--- src/rtl/packet_rr_arbiter_if.sv ---
// ---------------------------------------------------------------------------
// packet_rr_arbiter_if
// Bundles the three-channel FIFO head interface and the merged req/ack output
// link of packet_rr_arbiter.
//   fifo_empty   : per-channel FIFO empty flag (first-word fall-through)
//   fifo_data    : head entry of each FIFO, channel i at [DATA_WIDTH*i +: DATA_WIDTH]
//   fifo_pop     : one-hot pop, consumes the head entry at the clock edge
//   data_out     : merged output byte (registered)
//   data_out_req : data_out valid (registered)
//   data_out_ack : sink accept; transfer when req & ack
//   grant        : one-hot channel owning the link, 0 when idle
//   busy         : packet in progress
// master = arbiter side, slave = FIFO/sink side.
// ---------------------------------------------------------------------------
interface packet_rr_arbiter_if #(
  parameter int DATA_WIDTH = 8
);
  logic [2:0]              fifo_empty;
  logic [3*DATA_WIDTH-1:0] fifo_data;
  logic [2:0]              fifo_pop;
  logic [DATA_WIDTH-1:0]   data_out;
  logic                    data_out_req;
  logic                    data_out_ack;
  logic [2:0]              grant;
  logic                    busy;

  modport master (
    input  fifo_empty, fifo_data, data_out_ack,
    output fifo_pop, data_out, data_out_req, grant, busy
  );

  modport slave (
    output fifo_empty, fifo_data, data_out_ack,
    input  fifo_pop, data_out, data_out_req, grant, busy
  );
endinterface

--- src/rtl/packet_rr_arbiter.sv ---
// ---------------------------------------------------------------------------
// packet_rr_arbiter
// Merges three per-channel FIFOs onto one req/ack output link. Channels are
// granted round-robin and each packet (header byte carrying the payload length
// LEN in bits [DATA_SIZE+1:2], then LEN payload bytes) is forwarded without
// interleaving.
// Ports:
//   clk   : clock, rising edge
//   rst_n : asynchronous active-low reset
//   bus   : packet_rr_arbiter_if.master (FIFO heads/pops, output link,
//           grant, busy)
// ---------------------------------------------------------------------------
module packet_rr_arbiter #(
  parameter int DATA_WIDTH = 8,
  parameter int DATA_SIZE  = 6
) (
  input  logic                 clk,
  input  logic                 rst_n,
  packet_rr_arbiter_if.master  bus
);

  typedef enum logic [1:0] {
    S_IDLE,
    S_PAYLOAD,
    S_LAST
  } state_t;

  state_t                r_state, w_state_next;
  logic [1:0]            r_rr_ptr, w_rr_ptr_next;
  logic [DATA_SIZE-1:0]  r_remaining, w_remaining_next;
  logic [2:0]            r_grant, w_grant_next;
  logic [DATA_WIDTH-1:0] r_data_out, w_data_out_next;
  logic                  r_req, w_req_next;

  logic [DATA_WIDTH-1:0] w_ch_data [3];
  logic [1:0]            w_cand [3];
  logic                  w_found;
  logic [1:0]            w_win;
  logic [1:0]            w_k;
  logic                  w_out_free;
  logic [DATA_SIZE-1:0]  w_len;
  logic [2:0]            w_pop;

  // Per-channel head byte, and the search order starting at rr_ptr.
  generate
    for (genvar gi = 0; gi < 3; gi++) begin : g_chan
      assign w_ch_data[gi] = bus.fifo_data[DATA_WIDTH*gi +: DATA_WIDTH];
      assign w_cand[gi]    = 2'((3'(r_rr_ptr) + 3'(gi)) % 3'd3);
    end
  endgenerate

  // First non-empty candidate wins: scan from the lowest priority upward so
  // the last hit (offset 0 = rr_ptr) overrides.
  always_comb begin
    w_found = 1'b0;
    w_win   = 2'd0;
    for (int off = 2; off >= 0; off--) begin
      if (!bus.fifo_empty[w_cand[off]]) begin
        w_found = 1'b1;
        w_win   = w_cand[off];
      end
    end
  end

  // Index of the channel currently holding the link.
  always_comb begin
    case (r_grant)
      3'b010:  w_k = 2'd1;
      3'b100:  w_k = 2'd2;
      default: w_k = 2'd0;
    endcase
  end

  // The output register can take a new byte when empty or being accepted now.
  assign w_out_free = ~r_req | bus.data_out_ack;
  assign w_len      = w_ch_data[w_win][DATA_SIZE+1:2];

  always_comb begin
    w_state_next     = r_state;
    w_rr_ptr_next    = r_rr_ptr;
    w_remaining_next = r_remaining;
    w_grant_next     = r_grant;
    w_data_out_next  = r_data_out;
    w_req_next       = r_req;
    w_pop            = 3'b000;
    case (r_state)
      S_IDLE: begin
        if (w_found && w_out_free) begin
          w_pop[w_win]     = 1'b1;
          w_data_out_next  = w_ch_data[w_win];
          w_req_next       = 1'b1;
          w_grant_next     = 3'(3'b001 << w_win);
          w_remaining_next = w_len;
          w_state_next     = (w_len != '0) ? S_PAYLOAD : S_LAST;
        end
      end
      S_PAYLOAD: begin
        if (w_out_free) begin
          if (!bus.fifo_empty[w_k]) begin
            w_pop[w_k]      = 1'b1;
            w_data_out_next = w_ch_data[w_k];
            w_req_next      = 1'b1;
            if (r_remaining != '0) begin
              w_remaining_next = r_remaining - 1'b1;
            end
            if (r_remaining <= DATA_SIZE'(1)) begin
              w_state_next = S_LAST;
            end
          end else begin
            // Granted FIFO ran dry mid-packet: stall but keep the grant.
            w_req_next = 1'b0;
          end
        end
      end
      S_LAST: begin
        if (r_req && bus.data_out_ack) begin
          w_req_next    = 1'b0;
          w_grant_next  = 3'b000;
          w_rr_ptr_next = (w_k == 2'd2) ? 2'd0 : w_k + 2'd1;
          w_state_next  = S_IDLE;
        end
      end
      default: begin
        w_state_next = S_IDLE;
      end
    endcase
  end

  always_ff @(posedge clk or negedge rst_n) begin
    if (!rst_n) begin
      r_state     <= S_IDLE;
      r_rr_ptr    <= 2'd0;
      r_remaining <= '0;
      r_grant     <= 3'b000;
      r_data_out  <= '0;
      r_req       <= 1'b0;
    end else begin
      r_state     <= w_state_next;
      r_rr_ptr    <= w_rr_ptr_next;
      r_remaining <= w_remaining_next;
      r_grant     <= w_grant_next;
      r_data_out  <= w_data_out_next;
      r_req       <= w_req_next;
    end
  end

  // Pop is masked while reset is held so a non-empty FIFO is not drained
  // by the IDLE search during reset.
  assign bus.fifo_pop     = w_pop & {3{rst_n}};
  assign bus.data_out     = r_data_out;
  assign bus.data_out_req = r_req;
  assign bus.grant        = r_grant;
  assign bus.busy         = (r_state != S_IDLE);

endmodule

--- src/flat_wrapper.sv ---
// flat-port wrapper written by rule: the top's interface ports become plain ports
module packet_rr_arbiter_flat 
#(
  parameter int DATA_WIDTH = 8,
  parameter int DATA_SIZE  = 6
)
  (clk, rst_n, bus_fifo_empty, bus_fifo_data, bus_data_out_ack, bus_fifo_pop, bus_data_out, bus_data_out_req, bus_grant, bus_busy);
  packet_rr_arbiter_if #(.DATA_WIDTH(DATA_WIDTH)) bus_i ();
  input  logic clk;
  input  logic rst_n;
  input wire logic [$bits(bus_i.fifo_empty)-1:0] bus_fifo_empty;
  input wire logic [$bits(bus_i.fifo_data)-1:0] bus_fifo_data;
  input wire logic [$bits(bus_i.data_out_ack)-1:0] bus_data_out_ack;
  output wire logic [$bits(bus_i.fifo_pop)-1:0] bus_fifo_pop;
  output wire logic [$bits(bus_i.data_out)-1:0] bus_data_out;
  output wire logic [$bits(bus_i.data_out_req)-1:0] bus_data_out_req;
  output wire logic [$bits(bus_i.grant)-1:0] bus_grant;
  output wire logic [$bits(bus_i.busy)-1:0] bus_busy;
  assign bus_i.fifo_empty = bus_fifo_empty;
  assign bus_i.fifo_data = bus_fifo_data;
  assign bus_i.data_out_ack = bus_data_out_ack;
  assign bus_fifo_pop = bus_i.fifo_pop;
  assign bus_data_out = bus_i.data_out;
  assign bus_data_out_req = bus_i.data_out_req;
  assign bus_grant = bus_i.grant;
  assign bus_busy = bus_i.busy;
  packet_rr_arbiter #(.DATA_WIDTH(DATA_WIDTH), .DATA_SIZE(DATA_SIZE)) u_core (.clk(clk), .rst_n(rst_n), .bus(bus_i));
endmodule
--- config.mk ---
export PLATFORM = sky130hd
export DESIGN_NAME = packet_rr_arbiter_flat
export DESIGN_NICKNAME = d
export VERILOG_FILES = /design/src/rtl/packet_rr_arbiter_if.sv /design/src/rtl/packet_rr_arbiter.sv /design/src/flat_wrapper.sv
export SDC_FILE = /design/constraint.sdc
export NUM_CORES = 1
export LEC_CHECK = 0
export ABC_AREA = 0
export CAP_MARGIN = 20
export CORE_UTILIZATION = 30
export DETAILED_ROUTE_END_ITERATION = 10
export GPL_ROUTABILITY_DRIVEN = 0
export HOLD_SLACK_MARGIN = 0.03
export PLACE_DENSITY = 0.53
export REMOVE_ABC_BUFFERS = 1
export SLEW_MARGIN = 15
export SYNTH_ARGS = -nofsm -noshare
export SYNTH_HDL_FRONTEND = slang
export SYNTH_SLANG_ARGS = --single-unit
--- constraint.sdc ---
create_clock -name clk -period 7.2 [get_ports clk]
set_input_delay 1.08 -clock clk [delete_from_list [all_inputs] [get_ports clk]]
set_output_delay 1.08 -clock clk [all_outputs]
set_load 0.005 [all_outputs]
==> reports/results.txt, run 1 <==
clock root buffer - clkbuf_8
Tcrit/Tclk final - 0.670
Max Clk Rate - 0.207 GHz
crit path max fanout - 12
Critical Path AT - 3.74 ns
final std cells w/o fill - 366
Layout area overhead - 26.9%
Lkg Pwr - 0.995 nW
maxcap violations - 0
crit path cell chain - clkdlybuf4s50_1, nor2b_1, o21ai_0, a31oi_2, nand3_1, a21oi_1, clkdlybuf4s50_1
unique cell type count in the Yosys netlist - 60
Worst R2R End - u_core.bus.data_out[6]$_DFFE_PN0P_
core area - 6460 µm²
Row Count - 29
Total Power - 0.000292 W
Critical Path RT - 6.12 ns
H-tree Lvls - 1
Syn. warnings - 0
Post-synth top flop - dfrtp_1
Worst path most repeated cell - clkdlybuf4s50_1
number of synthesized flops with an enable pin - 0
mapped cell area - 2030 µm²
largest net degree at the start of global routing - 24
Comb power frac - 0.166
r2r startpoint - u_core.r_rr_ptr[1]$_DFFE_PN0P_
relative slew slack - 0.420
post-synth top area share - 0.271
CP bufs+invs - 2
RSZ-0062 raised after global routing - no
clock tree from TritonCTS - yes
synth top area cells - dfrtp_1, a21oi_1, nand2_1, mux2i_1, o21ai_0
hold_buf cts - 0
HP Start - u_core.bus.data_out[5]$_DFFE_PN0P_
first-pass GRT wire length - 10200 µm
worst skew pair latency - 0.27 ns
measured slew at the worst slew-check pin - 0.867 ns
chip height - 84.3 µm
Synth area leader - dfrtp_1
vias in the first global route - 2035
HP Class - register to register
total setup buffers inserted after CTS - 0
Clock Skew - 0.00835 ns
Setup crit start kind - input pin
Vias - 2096
r2r worst-path depth - 8
worst reg2reg setup slack - 4.06 ns
Fin. Hold Viols - 0
Flop pwr share - 0.423
Min-Delay Endpoint - u_core.bus.data_out[5]$_DFFE_PN0P_
die width - 84.3 µm
Final min period - 4.82 ns
gr usage total - 0.180
design area - 2580 µm²
Power per Cell Area - 113 nW/µm²
#FFs+latches synth - 22
antenna violations before repair - 0
register area share after synthesis - 0.271
Post-Syn Instances - 253
average wire per standard cell - 17.0 µm
hold-critical path depth - 1
via/cell ratio - 5.73
family with the most delay on the worst path - buffers and inverters
Clk pwr share - 0.411
routed wire length - 6220 µm
max-slew violations - 0
DP HPWL - 4580 µm
DR iter-0 viols - 110
area post-placement - 2500 µm²
Clock Sinks - 22
Max Buffers Root-to-Sink - 2
Final setup viols - 0
internal power - 0.000223 W
Psw - 0.0000687 W
Initial Utilization - 0.314
Buffers on Ports - 45
DRC viols - 2
TritonCTS Buffers - 3
nets@finish - 325
overflow left after global routing - 0
Worst path max stage delay - 0.76 ns
Worst VDD drop - 0.0000997 V
Antenna Cells - 0
Post-Place Cells - 362
CP endpoint kind - primary output
Avg Inst Size Synth - 8.03 µm²
die area - 7100 µm²
post-route ant nets - 0
clk slew on worst S/H paths - 0.09 ns
slowest cell on the critical path - a31oi_2
share of layout cells above drive strength 1 - 0.0588
Sw Ratio - 0.236
Setup Crit Path Kind - input pin to primary output
setup TNS - 0 ns
Post-synth ARST share - 1.00
status - finished with violations
DR pass1 iterations - 8
failing checks - DRC
final core occ - 0.399
IO Pins - 46
post-CTS resize count - 0
power by group through the flow:
| stage | registers, W | logic, W | clock network, W |
|---|---|---|---|
| 3_3_place_gp | 0.000126 | 0.0000483 | 0 |
| 5_1_grt | 0.000123 | 0.0000522 | 0.000127 |
| 6_report | 0.000123 | 0.0000483 | 0.000120 |
| 2_1_floorplan | 0.000126 | 0.0000187 | 0 |
| 4_1_cts | 0.000123 | 0.0000482 | 0.000122 |
| 3_5_place_dp | 0.000126 | 0.0000480 | 0 |
cell usage in the layout (no fill, tap or decap), types with 3 or more instances in the layout:
cell,netlist,layout
clkdlybuf4s50_1,0,45
nand2_1,25,25
a21oi_1,22,22
dfrtp_1,22,22
o21ai_0,16,16
nor2_1,15,15
inv_1,9,9
nand2b_1,9,9
nand3_1,9,9
mux2i_1,8,8
o22ai_1,8,8
nor2b_1,6,6
o22a_1,6,6
o211ai_1,5,5
a21o_1,5,5
a22oi_1,5,5
ha_1,5,5
o21a_1,4,4
o31ai_1,4,4
nand3b_1,3,3
or3_1,3,3
a31oi_1,3,3
a22o_1,3,3
nor4_1,3,3
clkbuf_8,0,3
how the worst max path moves through the flow:
stage | from | to | slack (ns) | cells past startpoint
floorplan | bus_fifo_empty[1] | bus_fifo_pop[1] | 3.85 | 6
global placement | bus_fifo_empty[1] | bus_fifo_pop[1] | 2.42 | 8
detailed placement | bus_fifo_empty[1] | bus_fifo_pop[1] | 2.40 | 8
CTS | bus_fifo_empty[1] | bus_fifo_pop[1] | 2.40 | 8
global route | bus_fifo_empty[1] | bus_fifo_pop[1] | 2.24 | 8
finish | bus_fifo_empty[2] | bus_fifo_pop[1] | 2.38 | 7
synth_stat cells (2+ instances only):
| master | instances |
|---|---|
| mux2i_1 | 8 |
| nand2b_1 | 9 |
| a32oi_1 | 2 |
| nor2_1 | 15 |
| o22ai_1 | 8 |
| nand3b_1 | 3 |
| or2_2 | 2 |
| nor2b_1 | 6 |
| o21bai_1 | 2 |
| nand4_1 | 2 |
| a22oi_1 | 5 |
| or3_1 | 3 |
| o22a_1 | 6 |
| o31ai_1 | 4 |
| a311oi_1 | 2 |
| o211ai_1 | 5 |
| buf_6 | 2 |
| nor4_1 | 3 |
| buf_4 | 2 |
| inv_1 | 9 |
| ha_1 | 5 |
| a21o_1 | 5 |
| o21ai_0 | 16 |
| a22o_1 | 3 |
| clkbuf_1 | 3 |
| dfrtp_1 | 22 |
| a31oi_1 | 3 |
| o311ai_1 | 2 |
| nand2_1 | 25 |
| o21ai_1 | 2 |
| nand3_1 | 9 |
| mux2_2 | 2 |
| a21oi_1 | 22 |
| o21a_1 | 4 |
| buf_2 | 7 |
layout make-up:
| class | count | area [µm²] |
|---|---|---|
| Clock inverter | 1 | 30.0 |
| Fill cell | 672 | 3880 |
| Clock buffer | 3 | 41.3 |
| Inverter | 9 | 33.8 |
| Timing Repair Buffer | 47 | 465 |
| Tap cell | 77 | 96.3 |
| Sequential cell | 22 | 551 |
| Multi-Input combinational cell | 207 | 1360 |
through the flow:
stage          hold slack, ns  worst slack, ns
2_1_floorplan           0.474             3.85
3_3_place_gp            0.466             2.42
3_5_place_dp            0.465             2.40
4_1_cts                 0.487             2.40
5_1_grt                 0.504             2.24
6_report                0.483             2.38
kinds of logic after synthesis:
kind of cell | Yosys count | share of synthesized area
multiplexers | 12 | 0.0635
AO/OA/AOI/OAI | 102 | 0.348
adder cells (fa/ha/maj) | 6 | 0.0357
buffers and inverters | 24 | 0.0598
flip-flops | 22 | 0.271
AND/OR/NAND/NOR | 87 | 0.222
layer usage:
metal  vias to the layer above  share of wire  global-route usage
li1                       1030              -                   -
met1                       994           0.48               0.253
met2                        65           0.46               0.292
met3                         7          0.053              0.0285
met4                         0         0.0080              0.0392
met5                         -              0                   0
registers in the layout, indices dropped and copies added, names as in the netlist:
name	count
u_core.bus.data_out_req	1
u_core.r_rr_ptr	2
u_core.r_state	2
u_core.bus.grant	3
u_core.r_remaining	6
u_core.bus.data_out	8
(Power assumes the default switching activity.)
==> run 2: changes to the inputs <==
PLACE_DENSITY = 0.55   (was 0.53)
clock period = 3.9 ns   (was 7.2 ns; I/O delays follow)
==> run 2 against run 1 <==
  * The run still ends with DRC left
  * Clock power increased by 87%
  * Routed wire length increased by 0.13%
  * First-iteration DRC count grew 0.91%
  * Non-clock buffer count up 6
  * Utilization grew 0.70 points
  * Worst hold slack better by 0.0078 ns
  * Sequential power rose by 85%
  * Flip-flop and latch count unchanged
  * Clock skew rose by 0.0054 ns
  * Final cell count increased by 1.6%
  * Register-to-register slack got worse by 3.1 ns
  * Clock-buffer cell count stayed put
  * Largest cell class unchanged
==> reports/results.txt, run 2 (synthesis results as in run 1) <==
Critical Path RT - 3.31 ns (-2.81 ns)
Clk pwr share - 0.412 (about the same)
area post-placement - 2550 µm² (+1.8%)
Max Clk Rate - 0.275 GHz
Clock Skew - 0.0138 ns (+0.00544 ns)
Sw Ratio - 0.241 (+0.00500)
overflow left after global routing - 0 (unchanged)
GRT busiest layer - met2
relative slew slack - 0.619 (+0.199)
nets@finish - 331 (+1.8%)
internal power - 0.000413 W (+85%)
DR pass1 iterations - 7 (-1)
most common cell after layout, fill and taps aside - clkdlybuf4s50_1
DP HPWL - 4710 µm (+2.9%)
Psw - 0.000131 W (+90%)
clock tree from TritonCTS - yes
post-route ant nets - 0 (unchanged)
GRT met3 Usage - 0.0246 (-0.00393)
Fin. Hold Viols - 0 (unchanged)
commonest cells after routing, fill and taps aside - clkdlybuf4s50_1, nand2_1, a21oi_1, dfrtp_1, o21ai_0
Final setup viols - 0 (unchanged)
maxcap violations - 0 (unchanged)
Flop pwr share - 0.419 (-0.004)
failing checks - DRC
Layout area overhead - 29.1%
Setup crit start kind - register
RSZ-0062 raised after global routing - no
die width - 84.3 µm (unchanged)
die area - 7100 µm² (unchanged)
vias in the first global route - 2000 (-1.7%)
HP Class - register to register
Clock Sinks - 22 (unchanged)
Vias - 2104 (+0.38%)
Initial Utilization - 0.314 (unchanged)
Comb power frac - 0.169 (+0.003)
H-tree Lvls - 1 (unchanged)
IO Pins - 46 (unchanged)
final std cells w/o fill - 372 (+1.6%)
Worst path max stage delay - 0.52 ns (-0.24 ns)
first-pass GRT wire length - 10200 µm (-0.74%)
max-slew violations - 0 (unchanged)
crit path max fanout - 15 (+3)
Row Count - 29 (unchanged)
average wire per standard cell - 16.7 µm (-1.5%)
Lkg Pwr - 1.02 nW (+2.9%)
max reg flops - 8 (unchanged)
Post-Place Cells - 368 (+1.7%)
DRC viols - 2 (unchanged)
clk slew on worst S/H paths - 0.10 ns (about the same)
CP endpoint kind - primary output
Antenna Cells - 0 (unchanged)
largest net degree at the start of global routing - 23 (-4.2%)
clock root buffer - clkbuf_8
core area - 6460 µm² (unchanged)
antenna violations before repair - 0 (unchanged)
routed wire length - 6230 µm (+0.13%)
DR iter-0 viols - 111 (+0.91%)
TritonCTS Buffers - 3 (unchanged)
Power per Cell Area - 207 nW/µm² (+83%)
status - finished with violations
Final min period - 3.64 ns
hold_buf cts - 0 (unchanged)
Worst VDD drop - 0.000137 V (+37%)
worst skew pair latency - 0.28 ns (about the same)
post-CTS resize count - 0 (unchanged)
measured slew at the worst slew-check pin - 0.571 ns (-0.296 ns)
Buffers on Ports - 45 (unchanged)
Setup Crit Path Kind - register to primary output
Tcrit/Tclk final - 0.932
met1 Use GR - 0.258 (+0.00545)
Max Buffers Root-to-Sink - 2 (unchanged)
Total Power - 0.000543 W (+86%)
met2 GRT Util - 0.287 (-0.00522)
chip height - 84.3 µm (unchanged)
Critical Path AT - 3.05 ns (-0.69 ns)
final core occ - 0.406 (+0.00697)
gr usage total - 0.178 (-0.00209)
crit path cell chain - inv_1, ha_1, mux2_1, a32oi_1, o32ai_1, a21oi_4, nand2_1, a21oi_1, clkdlybuf4s50_1
setup TNS - 0 ns (unchanged)
via/cell ratio - 5.66 (-1.2%)
total setup buffers inserted after CTS - 0 (unchanged)
slowest cell on the critical path - clkdlybuf4s50_1
share of layout cells above drive strength 1 - 0.0780 (+0.0191)
design area - 2620 µm² (+1.7%)
-- run 2: changes by cell type in the layout (fill, tap and decap cells not counted), sizes merged --
cell,delta
buf,+6
-- run 2: worst max-delay path: cells and delay by family, from the launching register on --
family                   cells  cell delay [ns]
AO/OA/AOI/OAI                4             0.80
AND/OR/NAND/NOR              1             0.12
adder cells (fa/ha/maj)      1             0.48
buffers and inverters        2             0.59
multiplexers                 1             0.37
flip-flops                   1             0.42
-- run 2: final cells by class --
class	count	area, µm²
clock buffer	3	41.3
clock inverter	1	30.0
fill	672	3840
inverter	9	33.8
multi-input combinational	207	1360
sequential	22	551
tap	77	96.3
timing repair buffer	53	510
-- run 2: worst paths after layout --
kind                       cells after the start                            endpoint                          startpoint  slack [ns]
max                                            9                     bus_fifo_pop[2]      u_core.r_rr_ptr[1]$_DFFE_PN0P_        0.26
min                                            1  u_core.bus.data_out[4]$_DFFE_PN0P_  u_core.bus.data_out[4]$_DFFE_PN0P_        0.49
max reg2reg                                   10   u_core.r_remaining[1]$_DFFE_PN0P_      u_core.r_rr_ptr[1]$_DFFE_PN0P_        0.94
min reg2reg                                    1  u_core.bus.data_out[4]$_DFFE_PN0P_  u_core.bus.data_out[4]$_DFFE_PN0P_        0.49
max in group asynchronous                      2  u_core.bus.data_out[2]$_DFFE_PN0P_                               rst_n        2.90
min in group asynchronous                      2  u_core.bus.data_out[5]$_DFFE_PN0P_                               rst_n        0.74
-- run 2: through the flow --
stage               worst slack, ns  hold WS (ns)
floorplan                      1.20         0.289
global placement              0.345         0.468
detailed placement            0.304         0.473
CTS                           0.245         0.498
global route                 0.0400         0.519
finish                        0.265         0.491
-- run 2: power by group through the flow --
stage / combinational [W] / sequential, W / clock, W
floorplan: 0.0000345 / 0.000232 / 0
global placement: 0.0000905 / 0.000232 / 0
detailed placement: 0.0000903 / 0.000232 / 0
CTS: 0.0000909 / 0.000228 / 0.000226
global route: 0.0000984 / 0.000228 / 0.000237
finish: 0.0000916 / 0.000228 / 0.000224
-- run 2: metal layers --
layer,vias to the layer above,share of wire
li1,1038,-
met1,1000,0.48
met2,64,0.47
met3,2,0.043
met4,0,0.0045
met5,-,0
==> run 3: changes to the inputs <==
GPL_TIMING_DRIVEN = 1   (was not set)
SKIP_LAST_GASP = 1   (was not set)
==> results of run 3 <==
No change in the layout: final DEF, timing and power equal those of run 2.
